--- src/rtl/ncl_fa_sync_bridge.sv ---
// Clocked boundary for a dual-rail NCL full adder: encodes binary operands into DATA/NULL
// wavefronts and collects the dual-rail sum/carry back into a valid/ready result.
module ncl_fa_sync_bridge #(
  parameter int unsigned SYNC_STAGES = 2,
  parameter int unsigned TIMEOUT     = 255
) (
  input  logic       clk,
  input  logic       init,
  input  logic       op_valid,
  output logic       op_ready,
  input  logic       op_a,
  input  logic       op_b,
  input  logic       op_cin,
  output logic [1:0] A,
  output logic [1:0] B,
  output logic [1:0] carryin,
  input  logic       ABCOMP,
  input  logic       carryinCOMP,
  input  logic [1:0] sum,
  output logic       sumCOMP,
  input  logic [1:0] carryout,
  output logic       carryCOMP,
  output logic       res_valid,
  input  logic       res_ready,
  output logic       res_sum,
  output logic       res_cout,
  output logic       err_illegal,
  output logic       err_timeout
);
  localparam int unsigned CntW = (TIMEOUT < 1) ? 1 : $clog2(TIMEOUT + 1);

  typedef enum logic [1:0] {DrvIdle, DrvData, DrvNull} drv_e;
  typedef enum logic {ColWaitData, ColWaitNull} col_e;

  logic [SYNC_STAGES-1:0][5:0] sync_q;
  logic       ab_comp_s, ci_comp_s;
  logic [1:0] sum_s, cout_s;

  drv_e ab_q, ab_d, ci_q, ci_d;
  col_e s_st_q, s_st_d, c_st_q, c_st_d;
  logic [1:0] a_q, a_d, b_q, b_d, cin_q, cin_d;
  logic s_full_q, s_full_d, c_full_q, c_full_d;
  logic s_hold_q, s_hold_d, c_hold_q, c_hold_d;
  logic op_ready_q, op_ready_d, res_valid_q, res_valid_d;
  logic err_ill_q, err_ill_d, err_tmo_q, err_tmo_d;
  logic [3:0][CntW-1:0] tmo_q, tmo_d;
  logic [3:0] timed, changed;
  logic accept, hs, tmo_hit;

  assign ab_comp_s = sync_q[SYNC_STAGES-1][0];
  assign ci_comp_s = sync_q[SYNC_STAGES-1][1];
  assign sum_s     = sync_q[SYNC_STAGES-1][3:2];
  assign cout_s    = sync_q[SYNC_STAGES-1][5:4];

  assign accept = op_valid & op_ready_q;
  assign hs     = res_valid_q & res_ready;

  always_comb begin
    ab_d  = ab_q;
    ci_d  = ci_q;
    a_d   = a_q;
    b_d   = b_q;
    cin_d = cin_q;
    unique case (ab_q)
      DrvIdle: if (accept) begin
        ab_d = DrvData;
        a_d  = {op_a, ~op_a};
        b_d  = {op_b, ~op_b};
      end
      DrvData: if (ab_comp_s) begin
        ab_d = DrvNull;
        a_d  = 2'b00;
        b_d  = 2'b00;
      end
      DrvNull: if (!ab_comp_s) ab_d = DrvIdle;
      default: ab_d = DrvIdle;
    endcase
    unique case (ci_q)
      DrvIdle: if (accept) begin
        ci_d  = DrvData;
        cin_d = {op_cin, ~op_cin};
      end
      DrvData: if (ci_comp_s) begin
        ci_d  = DrvNull;
        cin_d = 2'b00;
      end
      DrvNull: if (!ci_comp_s) ci_d = DrvIdle;
      default: ci_d = DrvIdle;
    endcase
    // Look one flop ahead in the synchronizer so op_ready can itself be registered.
    op_ready_d = (ab_d == DrvIdle) && (ci_d == DrvIdle) &&
                 !sync_q[SYNC_STAGES-2][0] && !sync_q[SYNC_STAGES-2][1];
  end

  always_comb begin
    s_st_d   = s_st_q;
    c_st_d   = c_st_q;
    s_hold_d = s_hold_q;
    c_hold_d = c_hold_q;
    // A full channel cannot capture, so a handshake edge never coincides with a capture.
    s_full_d = s_full_q & ~hs;
    c_full_d = c_full_q & ~hs;
    unique case (s_st_q)
      ColWaitData: if (!s_full_q && (^sum_s)) begin
        s_hold_d = sum_s[1];
        s_full_d = 1'b1;
        s_st_d   = ColWaitNull;
      end
      ColWaitNull: if (sum_s == 2'b00) s_st_d = ColWaitData;
      default: s_st_d = ColWaitData;
    endcase
    unique case (c_st_q)
      ColWaitData: if (!c_full_q && (^cout_s)) begin
        c_hold_d = cout_s[1];
        c_full_d = 1'b1;
        c_st_d   = ColWaitNull;
      end
      ColWaitNull: if (cout_s == 2'b00) c_st_d = ColWaitData;
      default: c_st_d = ColWaitData;
    endcase
    res_valid_d = s_full_d & c_full_d;
    err_ill_d   = err_ill_q | (&sum_s) | (&cout_s);
  end

  always_comb begin
    timed   = {c_st_q == ColWaitNull, s_st_q == ColWaitNull, ci_q != DrvIdle, ab_q != DrvIdle};
    changed = {c_st_d != c_st_q, s_st_d != s_st_q, ci_d != ci_q, ab_d != ab_q};
    tmo_d   = tmo_q;
    tmo_hit = 1'b0;
    for (int i = 0; i < 4; i++) begin
      if (changed[i]) begin
        tmo_d[i] = '0;
      end else if (timed[i] && tmo_q[i] != CntW'(TIMEOUT)) begin
        tmo_d[i] = tmo_q[i] + 1'b1;
      end
      if (timed[i] && tmo_q[i] == CntW'(TIMEOUT)) tmo_hit = 1'b1;
    end
    err_tmo_d = err_tmo_q | tmo_hit;
  end

  always_ff @(posedge clk) begin
    if (init) begin
      sync_q      <= '0;
      ab_q        <= DrvIdle;
      ci_q        <= DrvIdle;
      s_st_q      <= ColWaitData;
      c_st_q      <= ColWaitData;
      a_q         <= 2'b00;
      b_q         <= 2'b00;
      cin_q       <= 2'b00;
      s_full_q    <= 1'b0;
      c_full_q    <= 1'b0;
      s_hold_q    <= 1'b0;
      c_hold_q    <= 1'b0;
      op_ready_q  <= 1'b0;
      res_valid_q <= 1'b0;
      err_ill_q   <= 1'b0;
      err_tmo_q   <= 1'b0;
      tmo_q       <= '0;
    end else begin
      sync_q[0] <= {carryout, sum, carryinCOMP, ABCOMP};
      for (int i = 1; i < SYNC_STAGES; i++) sync_q[i] <= sync_q[i-1];
      ab_q        <= ab_d;
      ci_q        <= ci_d;
      s_st_q      <= s_st_d;
      c_st_q      <= c_st_d;
      a_q         <= a_d;
      b_q         <= b_d;
      cin_q       <= cin_d;
      s_full_q    <= s_full_d;
      c_full_q    <= c_full_d;
      s_hold_q    <= s_hold_d;
      c_hold_q    <= c_hold_d;
      op_ready_q  <= op_ready_d;
      res_valid_q <= res_valid_d;
      err_ill_q   <= err_ill_d;
      err_tmo_q   <= err_tmo_d;
      tmo_q       <= tmo_d;
    end
  end

  assign op_ready    = op_ready_q;
  assign A           = a_q;
  assign B           = b_q;
  assign carryin     = cin_q;
  assign sumCOMP     = (s_st_q == ColWaitNull);
  assign carryCOMP   = (c_st_q == ColWaitNull);
  assign res_valid   = res_valid_q;
  assign res_sum     = s_hold_q;
  assign res_cout    = c_hold_q;
  assign err_illegal = err_ill_q;
  assign err_timeout = err_tmo_q;

endmodule
--- config.mk ---
export PLATFORM = sky130hd
export DESIGN_NAME = ncl_fa_sync_bridge
export DESIGN_NICKNAME = d
export VERILOG_FILES = /design/src/rtl/ncl_fa_sync_bridge.sv
export SDC_FILE = /design/constraint.sdc
export NUM_CORES = 1
export LEC_CHECK = 0
export CORE_UTILIZATION = 40
export DETAILED_ROUTE_END_ITERATION = 10
export PLACE_DENSITY = 0.58
export SLEW_MARGIN = 0
export SYNTH_ARGS = -nofsm -noshare
export SYNTH_HDL_FRONTEND = slang
export SYNTH_SLANG_ARGS = --single-unit
--- constraint.sdc ---
create_clock -name clk -period 4.7 [get_ports clk]
set_input_delay 0.47 -clock clk [delete_from_list [all_inputs] [get_ports clk]]
set_output_delay 0.47 -clock clk [all_outputs]
set_load 0.02 [all_outputs]
==> summary.txt, run 1 <==
Run status
  • Outcome: complete, no violations

Synthesis
  • Post-synth EDFFs: 0
  • Yosys top cell by area: dfxtp_1
  • Cells after Synth: 306
  • Syn. warnings: 0
  • Synth async-reset ratio: 0
  • Yosys reg bits: 64
  • Syn Nets: 327
  • Largest cells by area after synthesis: dfxtp_1 46%, nor2_1 5.8%, ha_1 3.6%
  • Syn Std Cell Area: 2780 sq um
  • Most used DFF post-synth: dfxtp_1
  • Mean Syn Cell Area: 9.08 sq um
  • Yosys top cell area share: 0.461
  • Sequential area share after synthesis: 0.461
  • Post-synthesis cell type count: 46

Clock network
  • Root buf cell: clkbuf_8
  • Post_cts resized: 0
  • Clock Sinks: 64
  • Max Buffers Root-to-Sink: 2
  • Hold buffer count at CTS: 0
  • Post-CTS setup buffers: 0
  • Clock Pin Slew Worst Setup and Hold Paths: 0.07 ns
  • Htree depth: 3
  • CTS Buf Count: 9
  • Clock latency on the worst-skew pair: 0.34 ns
  • CTS tree: built

Pwr
  • Psw: 269 uW
  • P_leak: 1.25 nW
  • PwrDens: 366 nW/um^2
  • Internal power: 950 uW
  • VDD IR max: 177 uV
  • Part of the power in registers: 0.470
  • Logic pwr share: 0.071
  • Clock Power Share: 0.459
  • Switching share of power: 0.221

Hold path
  • Min-Delay Path Depth: 1
  • Min-Delay Path Class: flop to flop

STA
  • Maximum clock rate: 0.508 GHz
  • Worst Tran Pin Value: 0.568 ns
  • Crit path time final: 1.97 ns
  • Number of setup violations in the final report: 0
  • Relative slew slack: 0.620
  • Fin Setup TNS: 0 ns
  • Final Cycle Share: 0.418
  • Final Hold Fails: 0
  • Unrepaired setup endpoints after global routing: no
  • Final Skew: 0.00350 ns
  • Slew Limit Fails: 0

Setup path
  • CP Data Required Time: 4.23 ns
  • Critical R2R Launch: ci_q[1]$_SDFF_PP0_
  • CP top delay family: buffers and inverters
  • R2R depth: 4
  • Crit path max-delay cell type: clkdlybuf4s50_1
  • R2R Path End: tmo_q[13]$_SDFFE_PP0P_
  • Slowest stage delay, CP: 0.66 ns
  • CP startpoint kind: flop
  • Arrival time worst endpoint: 1.50 ns
  • Crit path max fanout: 10
  • CP Depth: 1
  • Critical path type: flop to primary output
  • Crit path cell chain: clkdlybuf4s50_1
  • R2r setup slk: 2.80 ns
  • CP startpoint: carryCOMP$_SDFF_PP0_
  • Crit path capture: carryCOMP
  • CP Capture Type: primary output
  • CP Buf/Inv Count: 1

GRT
  • Largest net degree at the start of global routing: 25
  • Total track usage: 0.156
  • Total grt overflow: 0
  • Global-route wire length before repair: 8850 um
  • Initial antenna violation count: 0
  • Vias in the first global route: 2,009

Placed design
  • Buffers added on ports: 26
  • GP Congestion: 0.783
  • Placed insts: 400
  • DP HPWL: 3580 um

Routing
  • DR pass1 iterations: 4
  • Initial DRC Count: 53
  • DRC violations left: 0
  • Drt total wl: 5150 um
  • Via count: 2,211
  • Final antenna-violating net count: 0
  • Drt wl/cell: 12.4 um
  • Vias per cell: 5.31

Floorplanning
  • Initial core utilization: 0.411
  • Die Area: 7280 sq um
  • Number of placement rows: 30
  • Core box area: 6760 sq um
  • Die X: 85.4 um
  • Die Y: 85.4 um
  • I/O pins: 27

Flow run
  • Max_cap viols: 0

Cells and area
  • Layout cells sized above 1: 0.0536
  • Final antenna diode count: 0
  • Layout Cells excl Fill: 416
  • Fillcell total: 677
  • Layout Area Growth over Synthesis: 19.7%
  • Final #Nets: 352
## power by group through the flow
stage	Sequential (mW)	Clock [mW]	Combinational, mW
global placement	0.585	0	0.0856
finish	0.573	0.559	0.0863
global route	0.575	0.603	0.0961
CTS	0.573	0.575	0.0872
detailed placement	0.585	0	0.0864
floorplan	0.584	0	0.0543
## per-stage QoR
| step | utilization | instance area (sq um) | setup slack [ns] | hold slack, ns | total power, mW |
|---|---|---|---|---|---|
| 6_report | 0.492 | 3330 | 2.73 | 0.439 | 1.22 |
| 5_1_grt | 0.492 | 3330 | 2.63 | 0.458 | 1.27 |
| 4_1_cts | 0.492 | 3330 | 2.71 | 0.450 | 1.23 |
| 3_5_place_dp | 0.457 | 3090 | 2.38 | 0.432 | 0.672 |
| 3_3_place_gp | 0.457 | 3090 | 2.40 | 0.426 | 0.671 |
| 2_1_floorplan | - | 2780 | 3.00 | 0.414 | 0.639 |
## layer usage
metal	global-route usage	vias up	wire, um
li1	-	1158	-
met1	0.194	1014	2610
met4	0.0591	0	74
met3	0.0652	9	233
met2	0.241	30	2230
met5	0	-	0
## placed cells by master (no fill, tap or decap), types with 2 or more instances in the layout
master and instances:
o2111a_1 2, and4_1 3, a211oi_1 5, xnor2_1 8
xor2_1 10, nand2b_1 2, nand4_1 8, dfxtp_1 64
nor3b_1 4, nand3_1 8, clkdlybuf4s50_1 26, clkbuf_8 9
a21o_1 2, clkinv_2 2, o211ai_1 5, nor3_1 14
a21oi_1 17, a211o_1 2, bufinv_16 3, a31oi_1 3
nor2b_1 15, inv_1 8, ha_1 8, nor2_1 43
nor4_1 2, o21ai_0 7, a311oi_1 4, or4_1 3
or3_1 3, and3_1 5, mux2i_1 7, nand2_1 13
a22oi_1 4
## state kept, by name (all words and copies together) (netlist names), 2 cells and up
register  flops
ab_q          2
carryin       2
ci_q          2
B             2
A             2
tmo_q        32
sum_s         2
cout_s        2
sync_q        6
## cells by family after synthesis
kind of cell	Yosys count	synth area share
AND/OR/NAND/NOR	126	0.231
flip-flops	64	0.461
AO/OA/AOI/OAI	61	0.154
buffers and inverters	21	0.0311
XOR/XNOR	18	0.0567
multiplexers	8	0.0306
adder cells (fa/ha/maj)	8	0.0360
## cell usage after synthesis (2+ instances only)
cell type	number
ha_1	8
nand2_1	13
inv_1	8
and3_1	5
or4_1	3
buf_1	3
nor3_1	14
xnor2_1	8
nor2_1	43
dfxtp_1	64
nand2b_1	2
nand4_1	8
clkbuf_1	9
a22oi_1	4
xor2_1	10
a21o_1	2
a311oi_1	4
or3_1	3
a211o_1	2
o21ai_0	7
nor2b_1	15
o2111a_1	2
a21oi_1	17
nor4_1	2
mux2i_1	7
and4_1	3
a211oi_1	5
nor3b_1	4
o211ai_1	5
a31oi_1	3
nand3_1	8
## area by class of cell
class / instances / area [sq um] / share of cell area
Multi-Input combinational cell: 221 / 1410 / 0.424
Sequential cell: 64 / 1280 / 0.385
Timing Repair Buffer: 27 / 268 / 0.0805
Clock buffer: 10 / 128 / 0.0384
Clock inverter: 6 / 108 / 0.0324
Tap cell: 80 / 100 / 0.0301
Inverter: 8 / 30.0 / 0.00903
## worst min-delay path by stage
stage / startpoint / to
global route: sync_q[2]$_SDFF_PP0_ / sum_s[0]$_SDFF_PP0_
detailed placement: sync_q[4]$_SDFF_PP0_ / cout_s[0]$_SDFF_PP0_
global placement: sync_q[3]$_SDFF_PP0_ / sum_s[1]$_SDFF_PP0_
floorplan: sync_q[4]$_SDFF_PP0_ / cout_s[0]$_SDFF_PP0_
CTS: sync_q[4]$_SDFF_PP0_ / cout_s[0]$_SDFF_PP0_
finish: sync_q[4]$_SDFF_PP0_ / cout_s[0]$_SDFF_PP0_
No activity file was read; power rests on OpenSTA's default activity.
==> run 2, diff against run 1 <==
Clock period 4.7 ns to 2 ns, I/O delays scaled along.
==> run 2 against run 1 <==
  * Critical path depth up 3
  * Via count up 2.3%
  * Wire length up 5.3%
  * Non-clock buffer count up 9
  * Combinational power rose to 2.6 times the previous value
  * Clock power up 110%
  * Clock skew up 0.0026 ns
==> summary.txt, run 2 (synthesis results as in run 1) <==
Setup path
  • Crit path cell chain: mux2_4, a311o_4, or4_1, nand2_1
  • Crit path max-delay cell type: or4_1
  • CP top delay family: simple AND/OR/NAND/NOR gates
  • Arrival time worst endpoint: 2.06 ns (+0.56 ns)
  • CP Capture Type: flop
  • Critical R2R Launch: ci_comp_s$_SDFF_PP0_
  • CP Buf/Inv Count: 0 (-1)
  • CP startpoint kind: flop
  • CP Data Required Time: 2.27 ns (-1.96 ns)
  • CP startpoint: ci_comp_s$_SDFF_PP0_
  • Slowest stage delay, CP: 0.52 ns (-0.14 ns)
  • Crit path max fanout: 8 (-2)
  • Critical path type: flop to flop

Clock network
  • Clock Pin Slew Worst Setup and Hold Paths: 0.07 ns (about the same)
  • Htree depth: 3 (unchanged)
  • Post_cts resized: 0 (unchanged)
  • Clock Sinks: 64 (unchanged)
  • Root buf cell: clkbuf_8
  • CTS tree: built
  • CTS Buf Count: 9 (unchanged)
  • Clock latency on the worst-skew pair: 0.33 ns (about the same)
  • Max Buffers Root-to-Sink: 2 (unchanged)
  • Hold buffer count at CTS: 0 (unchanged)
  • Post-CTS setup buffers: 0 (unchanged)

Routing
  • Final antenna-violating net count: 0 (unchanged)
  • Initial DRC Count: 73 (+38%)
  • Vias per cell: 5.33 (+0.38%)
  • Drt total wl: 5420 um (+5.3%)
  • Drt wl/cell: 12.8 um (+3.3%)
  • DR pass1 iterations: 4 (unchanged)
  • Via count: 2,262 (+2.3%)
  • DRC violations left: 0 (unchanged)

GRT
  • Largest net degree at the start of global routing: 23 (-8.0%)
  • Total grt overflow: 0 (unchanged)
  • Total track usage: 0.171 (+0.0148)
  • Global-route wire length before repair: 9830 um (+11%)
  • Vias in the first global route: 2,240 (+11%)
  • Initial antenna violation count: 0 (unchanged)

Cells and area
  • Final #Nets: 361 (+2.6%)
  • Biggest register: tmo_q
  • Max reg flops: 32 (unchanged)
  • Most common cell after layout, fill and taps aside: dfxtp_1
  • Final antenna diode count: 0 (unchanged)
  • Reg area: 1280 sq um (unchanged)
  • Top flop regs: tmo_q (32), sync_q (6)
  • Layout cells sized above 1: 0.0727 (+0.0191)
  • Area of the multi-input gates: 1410 sq um (unchanged)
  • Layout Area Growth over Synthesis: 20.9%
  • Most frequent cells in the layout: 64 x dfxtp_1, 43 x nor2_1, 26 x clkdlybuf4s50_1
  • Fillcell total: 639 (-5.6%)

Floorplanning
  • Initial core utilization: 0.411 (unchanged)
  • Die Y: 85.4 um (unchanged)
  • Die X: 85.4 um (unchanged)
  • Number of placement rows: 30 (unchanged)
  • Core box area: 6760 sq um (unchanged)
  • I/O pins: 27 (unchanged)
  • Die Area: 7280 sq um (unchanged)

STA
  • Crit path time final: 1.79 ns
  • Slew Limit Fails: 0 (unchanged)
  • Final Cycle Share: 0.895
  • Maximum clock rate: 0.559 GHz
  • Relative slew slack: 0.608 (-0.0127)
  • Fin Setup TNS: 0 ns (unchanged)
  • Unrepaired setup endpoints after global routing: no
  • Number of setup violations in the final report: 0 (unchanged)
  • Worst Tran Pin Value: 0.582 ns (+0.0147 ns)
  • Final Hold Fails: 0 (unchanged)
  • Final Skew: 0.00606 ns (+0.00257 ns)

Placed design
  • Buffers added on ports: 26 (unchanged)
  • DP HPWL: 3780 um (+5.7%)
  • GP Congestion: 0.735 (-6.1%)

Flow run
  • Max_cap viols: 0 (unchanged)

Hold path
  • Min-Delay Path Class: input port to flop
  • HP Start: sum[0]

Pwr
  • VDD IR max: 505 uV (+180%)
  • P_leak: 1.28 nW (+2.5%)
  • PwrDens: 816 nW/um^2 (+120%)
  • Tot Pwr: 2.74 mW (+120%)

Run status
  • Outcome: complete, no violations
[run 2: cell types whose count changed in the layout (fill, tap and decap cells not counted)]
cell,previous run,this run
clkinvlp_4,1,0
clkbuf_1,1,2
buf_4,1,10
bufinv_16,3,2
[run 2: worst paths after layout]
path,endpoint,slack (ns),cells after the start
setup / recovery,tmo_q[13]$_SDFFE_PP0P_,0.21,4
hold / removal,sync_q[2]$_SDFF_PP0_,0.42,2
setup reg to reg,tmo_q[13]$_SDFFE_PP0P_,0.21,4
hold reg to reg,cout_s[0]$_SDFF_PP0_,0.44,1
[run 2: area by class of cell]
class                   instances  share of cell area
clock buffers                  11              0.0391
repair buffers                 36              0.0998
multi-input cells             221               0.420
flip-flops and latches         64               0.381
clock inverters                 4              0.0209
inverters                       8             0.00894
well taps                      80              0.0298
[run 2: stage by stage]
| stage | cells | hold slack, ns | setup slack, ns | instance area [sq um] | util |
|---|---|---|---|---|---|
| 3_5_place_dp | 409 | 0.423 | 0.133 | 3160 | 0.467 |
| 3_3_place_gp | 409 | 0.424 | 0.176 | 3160 | 0.467 |
| 4_1_cts | 424 | 0.411 | 0.214 | 3360 | 0.497 |
| 5_1_grt | 424 | 0.420 | 0.110 | 3360 | 0.497 |
| 6_report | 424 | 0.424 | 0.211 | 3360 | 0.497 |
| 2_1_floorplan | 306 | 0.328 | 0.296 | 2780 | - |
[run 2: worst reg2reg max path, stage by stage (launching register included)]
cell and delay [ns]:
dfxtp_1 0.39, mux2_4 0.33, a311o_4 0.42, or4_1 0.52, nand2_1 0.08
[run 2: power by group]
part / internal, mW / total [mW] / switching (mW)
clock: 0.692 / 1.18 / 0.483
sequential: 1.31 / 1.34 / 0.0309
combinational: 0.110 / 0.223 / 0.113
total: 2.11 / 2.74 / 0.627
[run 2: per-layer routing]
| metal | GRT usage | routed length (um) | vias up |
|---|---|---|---|
| met2 | 0.277 | 2530 | 32 |
| met1 | 0.217 | 2650 | 1056 |
| li1 | - | - | 1167 |
| met5 | 0 | 0 | - |
| met4 | 0.0818 | 83 | 0 |
| met3 | 0.0350 | 158 | 7 |
==> RTL edit 1 (settings of run 2) <==
Put one more register stage on the output `err_timeout`. The value now appears one clock later. The other outputs are not delayed to match.
--- a/src/rtl/ncl_fa_sync_bridge.sv
+++ b/src/rtl/ncl_fa_sync_bridge.sv
@@ -189,6 +189,8 @@
   assign res_sum     = s_hold_q;
   assign res_cout    = c_hold_q;
   assign err_illegal = err_ill_q;
-  assign err_timeout = err_tmo_q;
+  always_ff @(posedge clk) begin
+    err_timeout <= err_tmo_q;
+  end
 
 endmodule
Formal check against the unedited RTL: same outputs for any inputs over 10 cycles, from zero or initial values; that may be too few to reach the edited logic, so the function may still have changed.
==> RTL edit 1 against run 2 <==
- non-clock buffer count down 1
- first-iteration DRC count grew 4.1%
- setup slack better by 0.026 ns
- sequential cell count rose by 1
- wire length shrank 2.1%
- synthesized area grew 0.72%
- die area grew 0.70%
- count of clock-buffer cells in the layout unchanged
- total power rose by 3.6%
- design area grew 1.8%
- final cell count increased by 4.0%
==> RTL edit 1: results (changes against run 2) <==
| Stage | Parameter | Value | vs run 2 |
|:---|:---|:---|:---|
| run status | Result of the run | complete, no violations |  |
| routing | Ratio of routed vias to standard cells | 5.10 | -4.4% |
| yosys | Number of synthesized flops with an enable pin | 0 | unchanged |
| global routing | Antenna violations before repair | 0 | unchanged |
| place | Number of placed cells counting well taps | 425 | +3.9% |
| yosys | Proportion of synthesized chip area in sequential cells | 46.5% | +0.39 points |
| yosys | Unique cell type count in the Yosys netlist | 46 | unchanged |
| cells and area | Antenna Diode Count | 0 | unchanged |
| clock network | Total clock buffers created by CTS | 9 | unchanged |
| global routing | Global router's overall resource usage | 16.4% | -0.68 points |
| yosys | Cell count after synthesis | 307 | +0.33% |
| power | Peak supply drop | 494 µV | -2.1% |
| clock network | Insertion delay of the later-clocked pin in the worst-skew pair | 0.34 ns |  |
| yosys | Post-Syn Nets | 328 | +0.31% |
| clock network | Gates resized, CTS repair | 0 | unchanged |
| place | Setup slack after placement | 0.117 ns | -0.0165 ns |
| place | Area post-placement | 3190 µm² | +1.0% |
| timing | Worst-case clock skew | 0.00613 ns | +0.0000721 ns |
| cells and area | Share of post-route cells with drive strength above 1 | 7.83% | +0.56 points |
| cells and area | Registers with the most flip-flops | tmo_q: 32 flops, sync_q: 6 flops |  |
| timing | Remaining max-slew budget at the tightest pin | 62.5% | +1.7 points |
| yosys | Top cells by area in the synthesized netlist | sky130_fd_sc_hd__dfxtp_1 46%, sky130_fd_sc_hd__nor2_1 5.8%, sky130_fd_sc_hd__ha_1 3.6% |  |
| routing | Routed wirelength normalized by instance count | 12.0 µm | -5.8% |
| routing | Vias after detailed routing | 2249 | -0.57% |
| cells and area | Filler cell count in the final layout | 661 | +3.4% |
| clock network | # H-tree levels | 3 | unchanged |
| clock network | Post-CTS setup buffers | 0 | unchanged |
| place | Global placement routability congestion | 0.790 | +7.4% |
| worst setup path | Critical Path Fanout Max | 8 | unchanged |
| min path | Class of the tightest hold or removal check | reg2reg |  |
| routing | Number of DRC markers after the initial detailed-route iteration | 76 | +4.1% |
| yosys | Total of warnings raised by yosys | 0 | unchanged |
| global routing | Via count of the first global-routing pass | 2146 | -4.2% |
| place | HPWL after DPL | 3.70 mm | -2.2% |
| clock network | Maximum number of buffers from clock root to sink | 2 | unchanged |
| global routing | Wire length of the first global-routing pass | 9.43 mm | -4.0% |
| power | Static leakage | 1.30 nW | +1.2% |
| timing | Slack of the critical path | 0.237 ns | +0.0260 ns |
| global routing | Largest net degree at the start of global routing | 37 | +61% |
| yosys | Commonest cells in the synthesized netlist | 65 x sky130_fd_sc_hd__dfxtp_1, 43 x sky130_fd_sc_hd__nor2_1, 17 x sky130_fd_sc_hd__a21oi_1 |  |
-- RTL edit 1: cell count changes in the layout (fill, tap and decap cells not counted), sizes merged --
cell | run 2 | this run
buf | 10 | 9
dfxtp | 64 | 65
clkinvlp | 0 | 1
-- RTL edit 1: layout make-up --
| cell class | instances | area, µm² | area share [%] |
|---|---|---|---|
| Clock buffer | 11 | 151 | 4.43 |
| Multi-Input combinational cell | 221 | 1410 | 41.3 |
| Inverter | 8 | 30.0 | 0.878 |
| Timing Repair Buffer | 35 | 328 | 9.59 |
| Clock inverter | 5 | 77.6 | 2.27 |
| Tap cell | 96 | 120 | 3.51 |
| Sequential cell | 65 | 1300 | 38.1 |
-- RTL edit 1: worst max-delay path: stages, from the launching register on --
cell                      delay (ns)
sky130_fd_sc_hd__dfxtp_1        0.38
sky130_fd_sc_hd__mux2_4         0.32
sky130_fd_sc_hd__a311o_4        0.42
sky130_fd_sc_hd__or4_1          0.51
sky130_fd_sc_hd__nand2_1        0.08
-- RTL edit 1: worst paths after layout --
| path | from | endpoint | slack [ns] | cells past startpoint |
|---|---|---|---|---|
| min | err_tmo_q$_SDFF_PP0_ | err_timeout$_DFF_P_ | 0.37 | 0 |
| max | ci_comp_s$_SDFF_PP0_ | tmo_q[13]$_SDFFE_PP0P_ | 0.24 | 4 |
| max reg2reg | ci_comp_s$_SDFF_PP0_ | tmo_q[13]$_SDFFE_PP0P_ | 0.24 | 4 |
| min reg2reg | err_tmo_q$_SDFF_PP0_ | err_timeout$_DFF_P_ | 0.37 | 0 |
-- RTL edit 1: logic make-up (layout without fill, tap and decap cells) --
group	Yosys count	in the layout	share of synthesized area, %
compound gates	61	61	15.2
flops	65	65	46.5
buf+inv	21	59	3.08
fa+ha+maj	8	8	3.58
simple gates	126	126	22.9
mux	8	8	3.04
xor+xnor	18	18	5.63
-- RTL edit 1: through the flow --
step | power [W] | hold slack (ns)
2_1_floorplan | 0.00152 | 0.328
3_3_place_gp | 0.00161 | 0.377
3_5_place_dp | 0.00161 | 0.364
4_1_cts | 0.00288 | 0.379
5_1_grt | 0.00297 | 0.389
6_report | 0.00284 | 0.372
-- RTL edit 1: metal layers --
metal  global-route usage [%]  share of wire [%]  up-vias
met5                        0                  0        -
met2                     26.6                 45       27
li1                         -                  -     1164
met4                     5.45                1.2        0
met3                     5.49                3.0        8
met1                     20.5                 51     1050
-- RTL edit 1: where the power goes --
| part | total [W] | internal [W] | leakage (nW) | switching (W) |
|---|---|---|---|---|
| combinational | 0.000223 | 0.000108 | 0.655 | 0.000114 |
| clock | 0.00125 | 0.000765 | 0.115 | 0.000489 |
| sequential | 0.00136 | 0.00133 | 0.528 | 0.0000300 |
==> RTL edit 2 (config.mk and constraints of run 2) <==
Without the edit above. Change the parameter `SYNC_STAGES` from 2 to 4.
--- a/src/rtl/ncl_fa_sync_bridge.sv
+++ b/src/rtl/ncl_fa_sync_bridge.sv
@@ -1,7 +1,7 @@
 // Clocked boundary for a dual-rail NCL full adder: encodes binary operands into DATA/NULL
 // wavefronts and collects the dual-rail sum/carry back into a valid/ready result.
 module ncl_fa_sync_bridge #(
-  parameter int unsigned SYNC_STAGES = 2,
+  parameter int unsigned SYNC_STAGES = 4,
   parameter int unsigned TIMEOUT     = 255
 ) (
   input  logic       clk,
Check against the original RTL: not equivalent (Yosys sat finds a counterexample within 4 cycles, from zero or initial values).
==> RTL edit 2 against run 2 <==
- synthesized area is 11% higher
- critical path type is now reg2out
- critical path depth is 3 lower
- non-clock buffer count is 9 lower
- worst hold slack worse by 0.14 ns
- sequential cell count is 12 higher
- design area is 7.3% higher
- sequential power is 18% higher
- first-iteration DRC count is 64% higher
- largest power group unchanged
- total power is 5.6% higher
- count of clock-buffer cells in the layout is 1 lower
- setup slack better by 0.052 ns
- via count is 0.27% higher
- wire length is 2.2% lower
==> RTL edit 2: results (changes against run 2) <==
| Stage | Parameter | Value | vs run 2 |
|:---|:---|:---|:---|
| yosys | Mux contribution to synthesized area | 2.60% | -0.46 points |
| routing | Routed metal-1 wirelength | 2.59 mm | -2.4% |
| cells and area | Non-clock inverter instance count of the final layout | 10 | +2 |
| place | HPWL after DPL | 3.63 mm | -3.9% |
| place | Global placement routability congestion | 0.796 | +8.3% |
| yosys | Commonest cells in the synthesized netlist | 76 x sky130_fd_sc_hd__dfxtp_1, 42 x sky130_fd_sc_hd__nor2_1, 25 x sky130_fd_sc_hd__nor2b_1 |  |
| routing | Met3 WL post-DR | 209 µm | +32% |
| cells and area | Clock network contribution to total cell area | 5.31% | -0.68 points |
| place | Number of placed cells counting well taps | 442 | +8.1% |
| worst setup path | Critical Path Fanout Max | 10 | +2 |
| cells and area | Non-clock buffers | 27 | -25% |
| power | Peak supply drop | 471 µV | -6.6% |
| yosys | Post-Syn Nets | 348 | +6.4% |
| worst setup path | Reg2Reg Launch Point | sum_s[1]$_SDFF_PP0_ |  |
| place | Area post-placement | 3410 µm² | +8.0% |
| min path | Critical hold path startpoint | init |  |
| yosys | Unique cell type count in the Yosys netlist | 44 | -4.3% |
| global routing | Global router's overall resource usage | 14.4% | -2.7 points |
| yosys | Cell area after synthesis | 3080 µm² | +11% |
| worst setup path | Critical-path cell with the highest stage delay | sky130_fd_sc_hd__clkdlybuf4s50_1 |  |
| global routing | Met1 Usage GRT | 17.5% | -4.2 points |
| run status | Result of the run | complete, no violations |  |
| power | Static leakage | 1.33 nW | +3.9% |
| cells and area | Multi-input combinational area share | 40.7% | -1.3 points |
| yosys | Cell count after synthesis | 327 | +6.9% |
| cells and area | Area taken by flip-flops and latches | 1520 µm² | +19% |
| routing | Vias after detailed routing | 2268 | +0.27% |
| routing | Routed wirelength normalized by instance count | 11.6 µm | -9.4% |
| cells and area | Multi-In Gates | 230 | +4.1% |
| cells and area | Filler cell count in the final layout | 698 | +9.2% |
==> RTL edit 2: path summary, 6_finish.rpt <==
kind                            slack, ns                 endpoint  cells past startpoint
worst min-delay path                 0.29  carryin[0]$_SDFFE_PP0P_                      2
worst max-delay path                 0.26                  sumCOMP                      1
worst min register to register       0.44      sum_s[0]$_SDFF_PP0_                      1
worst max register to register       0.44   tmo_q[22]$_SDFFE_PP0P_                      5
==> RTL edit 2: per-stage QoR <==
stage          util [%]  power, W  hold slack [ns]  worst slack (ns)
2_1_floorplan         -   0.00173            0.328             0.605
3_3_place_gp       46.5   0.00180            0.418             0.458
3_5_place_dp       46.5   0.00180            0.420             0.439
4_1_cts            49.2   0.00295            0.279             0.235
5_1_grt            49.2   0.00303            0.291             0.176
6_report           49.2   0.00289            0.286             0.262
==> RTL edit 2: power breakdown <==
group          total, W  internal, W  switching, W
logic          0.000189    0.0000916     0.0000975
registers       0.00158      0.00155     0.0000289
clock network   0.00113     0.000576      0.000550
